--- src/rtl/sm83_mcycle_ctrl.sv ---
// SM83 machine-cycle controller: T-state/M-cycle counters, bus handshake with wait
// states, address latch with IDU, and HALT/wake. The HALT state is visible on `halted`.
module sm83_mcycle_ctrl #(
  parameter int ADDR_W = 16,
  parameter int DATA_W = 8,
  parameter int T_PER_M = 4,
  parameter int MAX_M = 6,
  parameter logic [ADDR_W-1:0] RESET_ADDR = '0
) (
  input  logic                       clk,
  input  logic                       rst,
  input  logic [ADDR_W-1:0]          req_addr,
  input  logic                       req_rd,
  input  logic                       req_wr,
  input  logic [DATA_W-1:0]          req_wdata,
  input  logic [1:0]                 req_idu,
  input  logic                       req_last,
  input  logic                       halt_req,
  input  logic                       wake,
  input  logic                       mem_ready,
  input  logic [DATA_W-1:0]          d_in,
  output logic [ADDR_W-1:0]          addr,
  output logic [DATA_W-1:0]          d_out,
  output logic                       read,
  output logic                       write,
  output logic [DATA_W-1:0]          rdata,
  output logic [ADDR_W-1:0]          idu_out,
  output logic [$clog2(T_PER_M)-1:0] t_idx,
  output logic [$clog2(MAX_M)-1:0]   m_idx,
  output logic                       m_end,
  output logic                       halted,
  output logic                       err
);

  localparam int TW = $clog2(T_PER_M);
  localparam int MW = $clog2(MAX_M);
  localparam logic [TW-1:0] T_LAST = TW'(T_PER_M - 1);
  localparam logic [MW-1:0] M_LAST = MW'(MAX_M - 1);

  typedef enum logic {RUN, HALT} state_t;

  state_t              state_q, state_d;
  logic [TW-1:0]       t_q, t_d;
  logic [MW-1:0]       m_q, m_d;
  logic [ADDR_W-1:0]   addr_q, addr_d;
  logic [ADDR_W-1:0]   idu_q, idu_d;
  logic [DATA_W-1:0]   dout_q, dout_d;
  logic [DATA_W-1:0]   rdata_q, rdata_d;
  logic                read_q, read_d;
  logic                write_q, write_d;
  logic                last_q, last_d;
  logic                err_q, err_d;
  logic                m_end_c;

  always_ff @(posedge clk) begin
    if (rst) begin
      state_q <= RUN;
      t_q     <= '0;
      m_q     <= '0;
      addr_q  <= RESET_ADDR;
      idu_q   <= '0;
      dout_q  <= '0;
      rdata_q <= '0;
      read_q  <= 1'b0;
      write_q <= 1'b0;
      last_q  <= 1'b0;
      err_q   <= 1'b0;
    end else begin
      state_q <= state_d;
      t_q     <= t_d;
      m_q     <= m_d;
      addr_q  <= addr_d;
      idu_q   <= idu_d;
      dout_q  <= dout_d;
      rdata_q <= rdata_d;
      read_q  <= read_d;
      write_q <= write_d;
      last_q  <= last_d;
      err_q   <= err_d;
    end
  end

  always_comb begin
    state_d = state_q;
    t_d     = t_q;
    m_d     = m_q;
    addr_d  = addr_q;
    idu_d   = idu_q;
    dout_d  = dout_q;
    rdata_d = rdata_q;
    read_d  = read_q;
    write_d = write_q;
    last_d  = last_q;
    err_d   = err_q;
    // Bus handshake: an active strobe completes in the last T-state only when mem_ready is high.
    m_end_c = (state_q == RUN) && (t_q == T_LAST) && (!(read_q || write_q) || mem_ready);
    case (state_q)
      RUN: begin
        if (t_q == '0) begin
          addr_d  = req_addr;
          dout_d  = req_wdata;
          read_d  = req_rd & ~req_wr;
          write_d = req_wr;
          last_d  = req_last;
          case (req_idu)
            2'd0:    idu_d = req_addr + ADDR_W'(1);
            2'd1:    idu_d = req_addr - ADDR_W'(1);
            default: idu_d = req_addr;
          endcase
          if (req_rd && req_wr) err_d = 1'b1;
          t_d = TW'(1);
        end else if (t_q != T_LAST) begin
          t_d = t_q + TW'(1);
        end else if (m_end_c) begin
          if (read_q) rdata_d = d_in;
          read_d  = 1'b0;
          write_d = 1'b0;
          t_d     = '0;
          if (last_q) begin
            m_d = '0;
          end else if (m_q == M_LAST) begin
            m_d   = '0;
            err_d = 1'b1;
          end else begin
            m_d = m_q + MW'(1);
          end
          // A simultaneous wake cancels the halt request.
          if (last_q && halt_req && !wake) state_d = HALT;
        end
      end
      HALT: begin
        if (wake) state_d = RUN;
      end
      default: state_d = RUN;
    endcase
  end

  assign addr    = addr_q;
  assign d_out   = dout_q;
  assign read    = read_q;
  assign write   = write_q;
  assign rdata   = rdata_q;
  assign idu_out = idu_q;
  assign t_idx   = t_q;
  assign m_idx   = m_q;
  assign m_end   = m_end_c;
  assign halted  = (state_q == HALT);
  assign err     = err_q;

endmodule

--- config.mk ---
export PLATFORM = sky130hd
export DESIGN_NAME = sm83_mcycle_ctrl
export DESIGN_NICKNAME = d
export VERILOG_FILES = /design/src/rtl/sm83_mcycle_ctrl.sv
export SDC_FILE = /design/constraint.sdc
export NUM_CORES = 1
export LEC_CHECK = 0
export CAP_MARGIN = 20
export CORE_MARGIN = 2
export CORE_UTILIZATION = 30
export CTS_BUF_LIST = sky130_fd_sc_hd__clkbuf_8 sky130_fd_sc_hd__clkbuf_16
export DETAILED_ROUTE_END_ITERATION = 7
export PLACE_DENSITY = 0.58
export SYNTH_ARGS = -nofsm -noshare
export SYNTH_HDL_FRONTEND = slang
export SYNTH_SLANG_ARGS = --single-unit
--- constraint.sdc ---
create_clock -name clk -period 5.1 [get_ports clk]
set_input_delay 1.02 -clock clk [delete_from_list [all_inputs] [get_ports clk]]
set_output_delay 1.02 -clock clk [all_outputs]
set_load 0.03 [all_outputs]
==> flow_summary_export.csv, run 1 <==
group,metric,value,unit
grt,grt_pass1_wl,14000,um
clock_network,cts.sinks,58,
sta,setup_viol_count_final,0,
routing,post_drt_wl_per_cell,13.9,um
routing,drc_errors,0,
logic_synthesis,synthesis.area,3060,um^2
die,die_w,105,um
critical_path,minimum_setup_slack_among_reg_to_reg_paths,2.79,ns
routing,route.antenna.remaining_nets,0,
clock_network,max-clock-path-buffers,2,
logic_synthesis,ys.flop_type,"dfxtp_1",
critical_path,worst-endpoint-required,4.08,ns
clock_network,cts_root_buffer,"clkbuf_8",
critical_path,worstSetupStartpointType,"input port",
sta,min_period_over_period,79.1,%
grt,globalRouteTotalUtil,15.5,%
critical_path,worstSetupEndpointType,"output port",
grt,antenna_found_initial,0,
place,dp.cells,586,
logic_synthesis,mappedNetlistNets,424,
logic_synthesis,yosys_warnings,0,
run,max_cap_violations,0,
critical_path,timing.critical_path.fanout_max,6,
final_layout,syn_to_final_growth,38.0,%
logic_synthesis,synth.avg_cell_area,8.12,um^2
die,rows,36,
sta,hold_slack,0.454,ns
sta,timing_max_transition_violations_final,0,
sta,worst_slew_pin_slew,0.660,ns
die,io-pin-count,100,
final_layout,post_route_cells_drive_above_1_share,7.25,%
routing,route.detailed.vias_per_inst,4.93,
grt,maximum_number_of_pins_on_one_net_before_global_route_repair,61,
logic_synthesis,post_synth_inst_count,377,
pwr,power_per_cell_area,434,nW/um^2
pwr,total_leakage_power,1.58,nW
place,postPlaceCellArea,4020,um^2
sta,grt_setup_unrepaired,"false",
clock_network,postCtsResizedCells,0,
logic_synthesis,seq_area_frac_synth,37.9,%
die,die_y,105,um
logic_synthesis,synth_enable_flop_cells,0,
clock_network,h-tree-depth,3,
final_layout,fin_util,43.0,%
die,dieArea,11000,um^2
final_layout,final_cell_count_no_fill,602,
critical_path,worst-setup-path-type,"input port to output port",
sta,achievable-frequency,248,MHz
sta,max_slew_margin,55.9,%
grt,first_global_vias,2772,
final_layout,final_net_count,511,
final_layout,layout_common_cells,"98 x clkdlybuf4s50_1, 60 x nand2_1, 58 x dfxtp_1",
clock_network,cts.repair_timing.setup_buffer_count,0,
routing,drtPass1Iterations,4,
clock_network,clock_latency_on_the_worst_skew_pair,0.33,ns
place,hpwlAfterDp,5950,um
run_status,outcome,"finished, final reports clean",
sta,final_report_hold_violation_count,0,
clock_network,tritoncts,"built",
sta,fin_crit_period,4.03,ns
die,start_util,31.2,%
logic_synthesis,synth-seq-cells,58,
clock_network,worst_setup_hold_path_clk_slew,0.07,ns
pwr,vdd_drop_max,0.000168,V
place,portBuffers,99,
logic_synthesis,synthDistinctLibCells,55,
routing,drt_iter0_markers,216,
die,coreArea,9820,um^2
final_layout,layout.cells.most_common,"clkdlybuf4s50_1",
final_layout,final_cell_area,4230,um^2
clock_network,numCtsBuffers,9,
grt,grt_remaining_overflow,0,
routing,vias,2966,
place,place.gp.congestion,0.839,
logic_synthesis,yosysTopAreaCellShare,37.9,%
final_layout,diodes,0,
sta,clock-skew-final,0.00812,ns
logic_synthesis,ys_async_sr_fraction,0,%
logic_synthesis,netlist.top_cell.by_area,"dfxtp_1",
sta,finalSetupTns,0,ns
logic_synthesis,synthTopCellsByArea,"dfxtp_1 38%, a21oi_1 7.7%, nand2_1 7.4%",
critical_path,worst-endpoint-arrival,3.01,ns
worst_hold_path,worstHoldPathType,"register to register",
routing,wl,8370,um
clock_network,total_of_hold_buffers_inserted_after_clock_tree_synthesis,0,
stage by stage:
stage               total power, mW  setup WS (ns)
CTS                            1.86           1.07
finish                         1.83           1.07
floorplan                      1.14           1.92
global placement               1.41           1.11
global route                   1.96          0.959
detailed placement             1.42           1.08
cells in the mapped netlist (2+ instances only):
cell,number
nand4_1,6
clkbuf_1,11
or3_1,2
a21oi_1,47
o31a_1,2
xnor2_1,10
or4_1,6
a21oi_2,2
nand2_1,60
nor2b_1,3
clkbuf_8,7
o21a_1,2
o21ai_1,2
dfxtp_1,58
nand3b_1,3
and3_1,3
a211oi_1,9
nand2b_1,5
nor4_1,5
buf_6,8
o211ai_1,3
nor4b_1,2
buf_1,2
nand3_1,9
nor2_1,52
mux2i_1,11
ha_1,5
inv_1,4
o21ai_0,4
a311oi_1,2
nor3_1,8
per-layer routing:
metal / vias up / GRT usage (%) / wire length (um)
li1: 1499 / - / -
met1: 1362 / 21.2 / 3990
met2: 91 / 23.0 / 3760
met3: 14 / 3.87 / 466
met4: 0 / 6.57 / 157
met5: - / 0 / 0
sequential cells by signal, summed over array words and instances, names as in the netlist:
signal,flops
addr,16
idu_out,16
d_out,8
rdata,8
m_idx,3
t_idx,2
err,1
halted,1
last_q,1
read,1
write,1
worst paths after layout:
| kind | start | endpoint | cells after the start |
|---|---|---|---|
| hold reg to reg | d_out[6] | d_out[6] | 2 |
| setup / recovery | mem_ready | m_end | 4 |
| setup reg to reg | t_idx[0] | idu_out[11] | 7 |
| hold / removal | d_out[6] | d_out[6] | 2 |
worst max-delay path, cell delays in order:
cell             delay, ns
clkdlybuf4s50_1       0.46
o21ba_2               0.17
nor3b_1               0.55
clkdlybuf4s50_1       0.81
kinds of logic (layout without fill, tap and decap cells):
| logic type | Yosys count | count (layout) | share of synthesized area [%] |
|---|---|---|---|
| buf+inv | 33 | 125 | 8.30 |
| flops | 58 | 58 | 37.9 |
| fa+ha+maj | 5 | 5 | 2.04 |
| mux | 11 | 11 | 3.60 |
| simple gates | 175 | 175 | 27.9 |
| compound gates | 84 | 84 | 17.1 |
| xor+xnor | 11 | 11 | 3.15 |
power by group:
| part | internal [mW] | leakage, nW | switching [mW] |
|---|---|---|---|
| combinational | 0.310 | 0.998 | 0.486 |
| sequential | 0.551 | 0.477 | 0.0565 |
| clock | 0.239 | 0.103 | 0.191 |
| total | 1.10 | 1.58 | 0.734 |
final cells by class:
type / count / area, um^2
multi-input combinational: 286 / 1650
tap: 133 / 166
fill: 1026 / 5590
timing repair buffer: 104 / 1020
clock inverter: 6 / 65.1
inverter: 5 / 18.8
clock buffer: 10 / 138
sequential: 58 / 1160
Note: power is estimated with default switching activity, not from simulation.
==> run 2: changes to the inputs <==
- PLACE_DENSITY: 0.58 -> 0.6
- clock period: 5.1 -> 3.5 ns (I/O delays scaled with it)
==> flow_summary_export.csv, run 2 (synthesized netlist as in run 1, its figures left out) <==
group,metric,value,unit
place,hpwlAfterDp,6220,um
place,place.gp.congestion,0.883,
pwr,totalPowerFinal,2.65,mW
sta,final_report_hold_violation_count,0,
sta,clock-skew-final,0.0112,ns
grt,grt_remaining_overflow,0,
critical_path,worstSetupEndpointType,"output port",
die,die_y,105,um
die,io-pin-count,100,
place,portBuffers,99,
critical_path,worst-endpoint-arrival,2.31,ns
clock_network,total_of_hold_buffers_inserted_after_clock_tree_synthesis,0,
sta,grt_setup_unrepaired,"false",
critical_path,worstPathCellList,"clkdlybuf4s50_1 -> o21ba_2 -> nor3b_1 -> clkdlybuf4s50_1",
pwr,power_per_cell_area,622,nW/um^2
grt,groute.layer.met2.usage,24.4,%
grt,global_route_met3_usage,3.93,%
final_layout,layout_common_cells,"98 x clkdlybuf4s50_1, 60 x nand2_1, 58 x dfxtp_1",
routing,route.antenna.remaining_nets,0,
clock_network,postCtsResizedCells,0,
pwr,total_leakage_power,1.60,nW
final_layout,post_route_cells_drive_above_1_share,8.02,%
sta,finalSetupTns,0,ns
critical_path,timing.critical_path.mode_cell,"clkdlybuf4s50_1",
routing,vias,2997,
final_layout,layout.cells.most_common,"clkdlybuf4s50_1",
routing,post_drt_wl_per_cell,14.3,um
clock_network,tritoncts,"built",
routing,drtPass1Iterations,4,
clock_network,cts.repair_timing.setup_buffer_count,0,
sta,timing_max_transition_violations_final,0,
sta,achievable-frequency,332,MHz
clock_network,cts.sinks,58,
routing,drt_iter0_markers,138,
grt,grt_pass1_wl,14200,um
sta,postLayoutSetupSlackWorst,0.490,ns
final_layout,multi_input_area,1650,um^2
sta,min_period_over_period,86.0,%
final_layout,filler_cell_count,1043,
routing,wl,8690,um
die,die_w,105,um
critical_path,timing.critical_path.fanout_max,3,
grt,grtUsageMet1,21.4,%
die,start_util,31.2,%
die,dieArea,11000,um^2
critical_path,worst-setup-path-type,"input port to output port",
final_layout,diodes,0,
clock_network,numCtsBuffers,9,
pwr,vdd_drop_max,0.000267,V
routing,route.detailed.vias_per_inst,4.94,
run_status,outcome,"finished, final reports clean",
sta,fin_crit_period,3.01,ns
clock_network,max-clock-path-buffers,2,
grt,globalRouteTotalUtil,15.9,%
sta,setup_viol_count_final,0,
die,rows,36,
grt,first_global_vias,2790,
final_layout,syn_to_final_growth,39.0,%
clock_network,worst_setup_hold_path_clk_slew,0.06,ns
grt,highest_utilization_routing_layer_at_the_global_route_stage,"met2",
sta,worst_slew_pin_slew,0.514,ns
sta,max_slew_margin,65.6,%
clock_network,clock_latency_on_the_worst_skew_pair,0.34,ns
critical_path,buffer_and_inverter_count_on_the_worst_path,2,
critical_path,timing.critical_path.slowest_stage_cell,"clkdlybuf4s50_1",
critical_path,kind_of_cell_with_the_highest_combined_delay_on_the_critical_path,"buffers and inverters",
routing,drc_errors,0,
final_layout,final_net_count,516,
worst_hold_path,worstHoldPathType,"register to register",
clock_network,cts_root_buffer,"clkbuf_8",
critical_path,worst-endpoint-required,2.80,ns
place,placement.setup.worst_slack,0.372,ns
grt,antenna_found_initial,0,
final_layout,sequential_cell_area,1160,um^2
critical_path,slowest_delay,0.74,ns
clock_network,h-tree-depth,3,
critical_path,worstSetupStartpointType,"input port",
run,max_cap_violations,0,
grt,maximum_number_of_pins_on_one_net_before_global_route_repair,61,
die,coreArea,9820,um^2
-- run 2: per-layer routing --
| layer | wire length (um) | vias up |
|---|---|---|
| li1 | - | 1506 |
| met1 | 4210 | 1389 |
| met2 | 3900 | 90 |
| met3 | 444 | 12 |
| met4 | 136 | 0 |
| met5 | 0 | - |
-- run 2: path summary, 6_finish.rpt --
kind,slack [ns],from,cells after the start,endpoint
worst max register to register,1.62,t_idx[0],6,rdata[0]
worst min-delay path,0.45,idu_out[14],2,idu_out[14]
worst min register to register,0.45,idu_out[14],2,idu_out[14]
worst max-delay path,0.49,mem_ready,4,m_end
-- run 2: cell type report --
| class | count | share of cell area, % |
|---|---|---|
| Multi-Input combinational cell | 286 | 38.9 |
| Clock buffer | 11 | 3.56 |
| Tap cell | 133 | 3.91 |
| Sequential cell | 58 | 27.3 |
| Clock inverter | 5 | 0.706 |
| Inverter | 5 | 0.441 |
| Timing Repair Buffer | 109 | 25.2 |
-- run 2: through the flow --
stage / cell area [um^2] / hold slack (ns) / cells / util [%]
after detailed placement: 4050 / 0.448 / 590 / 41.3
after CTS: 4240 / 0.459 / 606 / 43.1
after floorplan: 3060 / 0.486 / 377 / -
after global placement: 4050 / 0.443 / 590 / 41.3
after global routing: 4260 / 0.473 / 607 / 43.3
final: 4260 / 0.454 / 607 / 43.3
-- run 2: power by group --
group | switching, mW | internal, mW
Sequential | 0.0835 | 0.802
Clock | 0.283 | 0.292
Combinational | 0.721 | 0.466
-- run 2: tightest hold or removal path: stages, from the launching register on --
cell and delay (ns):
dfxtp_1 0.31, nand2_1 0.05, a21oi_1 0.05
==> run 3: changes to the inputs <==
- RECOVER_POWER: unset -> 25
- SLEW_MARGIN: unset -> 5
==> flow_summary_export.csv, run 3 (synthesized netlist as in run 1, its figures left out) <==
group,metric,value,unit
critical_path,cp-startpoint,"mem_ready",
sta,grt_setup_unrepaired,"false",
final_layout,post_route_cells_drive_above_1_share,7.81,%
routing,route.detailed.vias_per_inst,4.93,
pwr,power_per_cell_area,621,nW/um^2
place,hpwlAfterDp,6220,um
critical_path,timing.critical_path.slowest_stage_cell,"clkdlybuf4s50_1",
die,dieArea,11000,um^2
worst_hold_path,hold_start,"idu_out[14]",
final_layout,final_cell_area,4250,um^2
final_layout,final_net_count,516,
sta,finalSetupTns,0,ns
die,coreArea,9820,um^2
critical_path,worst-endpoint-arrival,2.31,ns
run_status,outcome,"finished, final reports clean",
critical_path,worstSetupStartpointType,"input port",
clock_network,h-tree-depth,3,
routing,drc_errors,0,
clock_network,numCtsBuffers,9,
final_layout,final_cell_count_no_fill,607,
die,io-pin-count,100,
pwr,vdd_drop_max,0.000266,V
place,postPlaceCellArea,4050,um^2
grt,maximum_number_of_pins_on_one_net_before_global_route_repair,61,
run,max_cap_violations,0,
clock_network,worst_setup_hold_path_clk_slew,0.06,ns
critical_path,worstSetupEndpointType,"output port",
clock_network,max-clock-path-buffers,2,
clock_network,cts.sinks,58,
die,rows,36,
routing,drt_iter0_markers,140,
critical_path,worst-setup-path-type,"input port to output port",
sta,achievable-frequency,332,MHz
sta,clock-skew-final,0.0117,ns
critical_path,timing.critical_path.mode_cell,"clkdlybuf4s50_1",
critical_path,kind_of_cell_with_the_highest_combined_delay_on_the_critical_path,"buffers and inverters",
place,portBuffers,99,
worst_hold_path,worstHoldPathType,"register to register",
clock_network,total_of_hold_buffers_inserted_after_clock_tree_synthesis,0,
die,die_y,105,um
critical_path,worstPathCellList,"clkdlybuf4s50_1 -> o21ba_2 -> nor3b_1 -> clkdlybuf4s50_1",
critical_path,timing.critical_path.fanout_max,3,
sta,min_period_over_period,86.0,%
grt,antenna_found_initial,0,
clock_network,cts_root_buffer,"clkbuf_8",
sta,worst_slew_pin_slew,1.48,ns
final_layout,diodes,0,
grt,grt_pass1_wl,14200,um
final_layout,filler_cell_count,1043,
final_layout,layout_common_cells,"98 x clkdlybuf4s50_1, 60 x nand2_1, 58 x dfxtp_1",
grt,first_global_vias,2790,
critical_path,buffer_and_inverter_count_on_the_worst_path,2,
routing,route.antenna.remaining_nets,0,
final_layout,syn_to_final_growth,38.9,%
critical_path,crit-reg2reg-launch,"t_idx[0]",
sta,timing_max_transition_violations_final,0,
sta,fin_crit_period,3.01,ns
routing,post_drt_wl_per_cell,14.3,um
place,placement.setup.worst_slack,0.372,ns
grt,globalRouteTotalUtil,15.9,%
clock_network,postCtsResizedCells,0,
critical_path,slowest_delay,0.74,ns
die,die_w,105,um
sta,setup_viol_count_final,0,
critical_path,worst-endpoint-required,2.80,ns
final_layout,layout.cells.most_common,"clkdlybuf4s50_1",
place,dp.cells,590,
sta,final_report_hold_violation_count,0,
clock_network,tritoncts,"built",
place,place.gp.congestion,0.883,
grt,grt_remaining_overflow,0,
routing,drtPass1Iterations,4,
die,start_util,31.2,%
sta,max_slew_margin,1.61,%
routing,vias,2992,
sta,postLayoutSetupSlackWorst,0.490,ns
pwr,total_leakage_power,1.60,nW
routing,wl,8670,um
clock_network,cts.repair_timing.setup_buffer_count,0,
clock_network,clock_latency_on_the_worst_skew_pair,0.34,ns
run 3: worst paths after layout:
kind | end | slack (ns) | cells past startpoint
max reg2reg | idu_out[11] | 0.94 | 7
min reg2reg | idu_out[14] | 0.45 | 2
max | m_end | 0.49 | 4
min | idu_out[14] | 0.45 | 2
run 3: routing by layer:
layer / part of all wire (%) / vias up / track usage [%]
met1: 48 / 1388 / 21.4
met3: 5.0 / 12 / 3.93
li1: - / 1505 / -
met2: 45 / 87 / 24.4
met5: 0 / - / 0
met4: 1.6 / 0 / 6.29
run 3: worst register-to-register path: stages, from the launching register on:
cell and delay [ns]:
dfxtp_1 0.41, inv_1 0.09, ha_1 0.30, nand2b_1 0.11, clkbuf_1 1.07, nor2_1 0.08, o21a_1 0.16, nor4_1 0.25
run 3: power breakdown:
part	leakage [nW]	total [mW]	switching (mW)	internal (mW)
Combinational	1.02	1.18	0.719	0.462
Clock	0.0965	0.574	0.282	0.292
Sequential	0.477	0.886	0.0836	0.802
Total	1.60	2.64	1.08	1.56
run 3: per-stage QoR:
stage / utilization, % / hold WS (ns) / power, mW
after global routing: 43.3 / 0.473 / 2.81
after detailed placement: 41.3 / 0.448 / 2.10
final: 43.3 / 0.454 / 2.64
after floorplan: - / 0.486 / 1.66
after CTS: 43.1 / 0.459 / 2.68
after global placement: 41.3 / 0.443 / 2.08
run 3: area by class of cell:
type | instances | area, um^2 | share of cell area [%]
timing repair buffer | 109 | 1070 | 25.2
inverter | 5 | 18.8 | 0.441
multi-input combinational | 286 | 1650 | 38.9
clock buffer | 11 | 151 | 3.56
tap | 133 | 166 | 3.91
sequential | 58 | 1160 | 27.3
clock inverter | 5 | 30.0 | 0.706
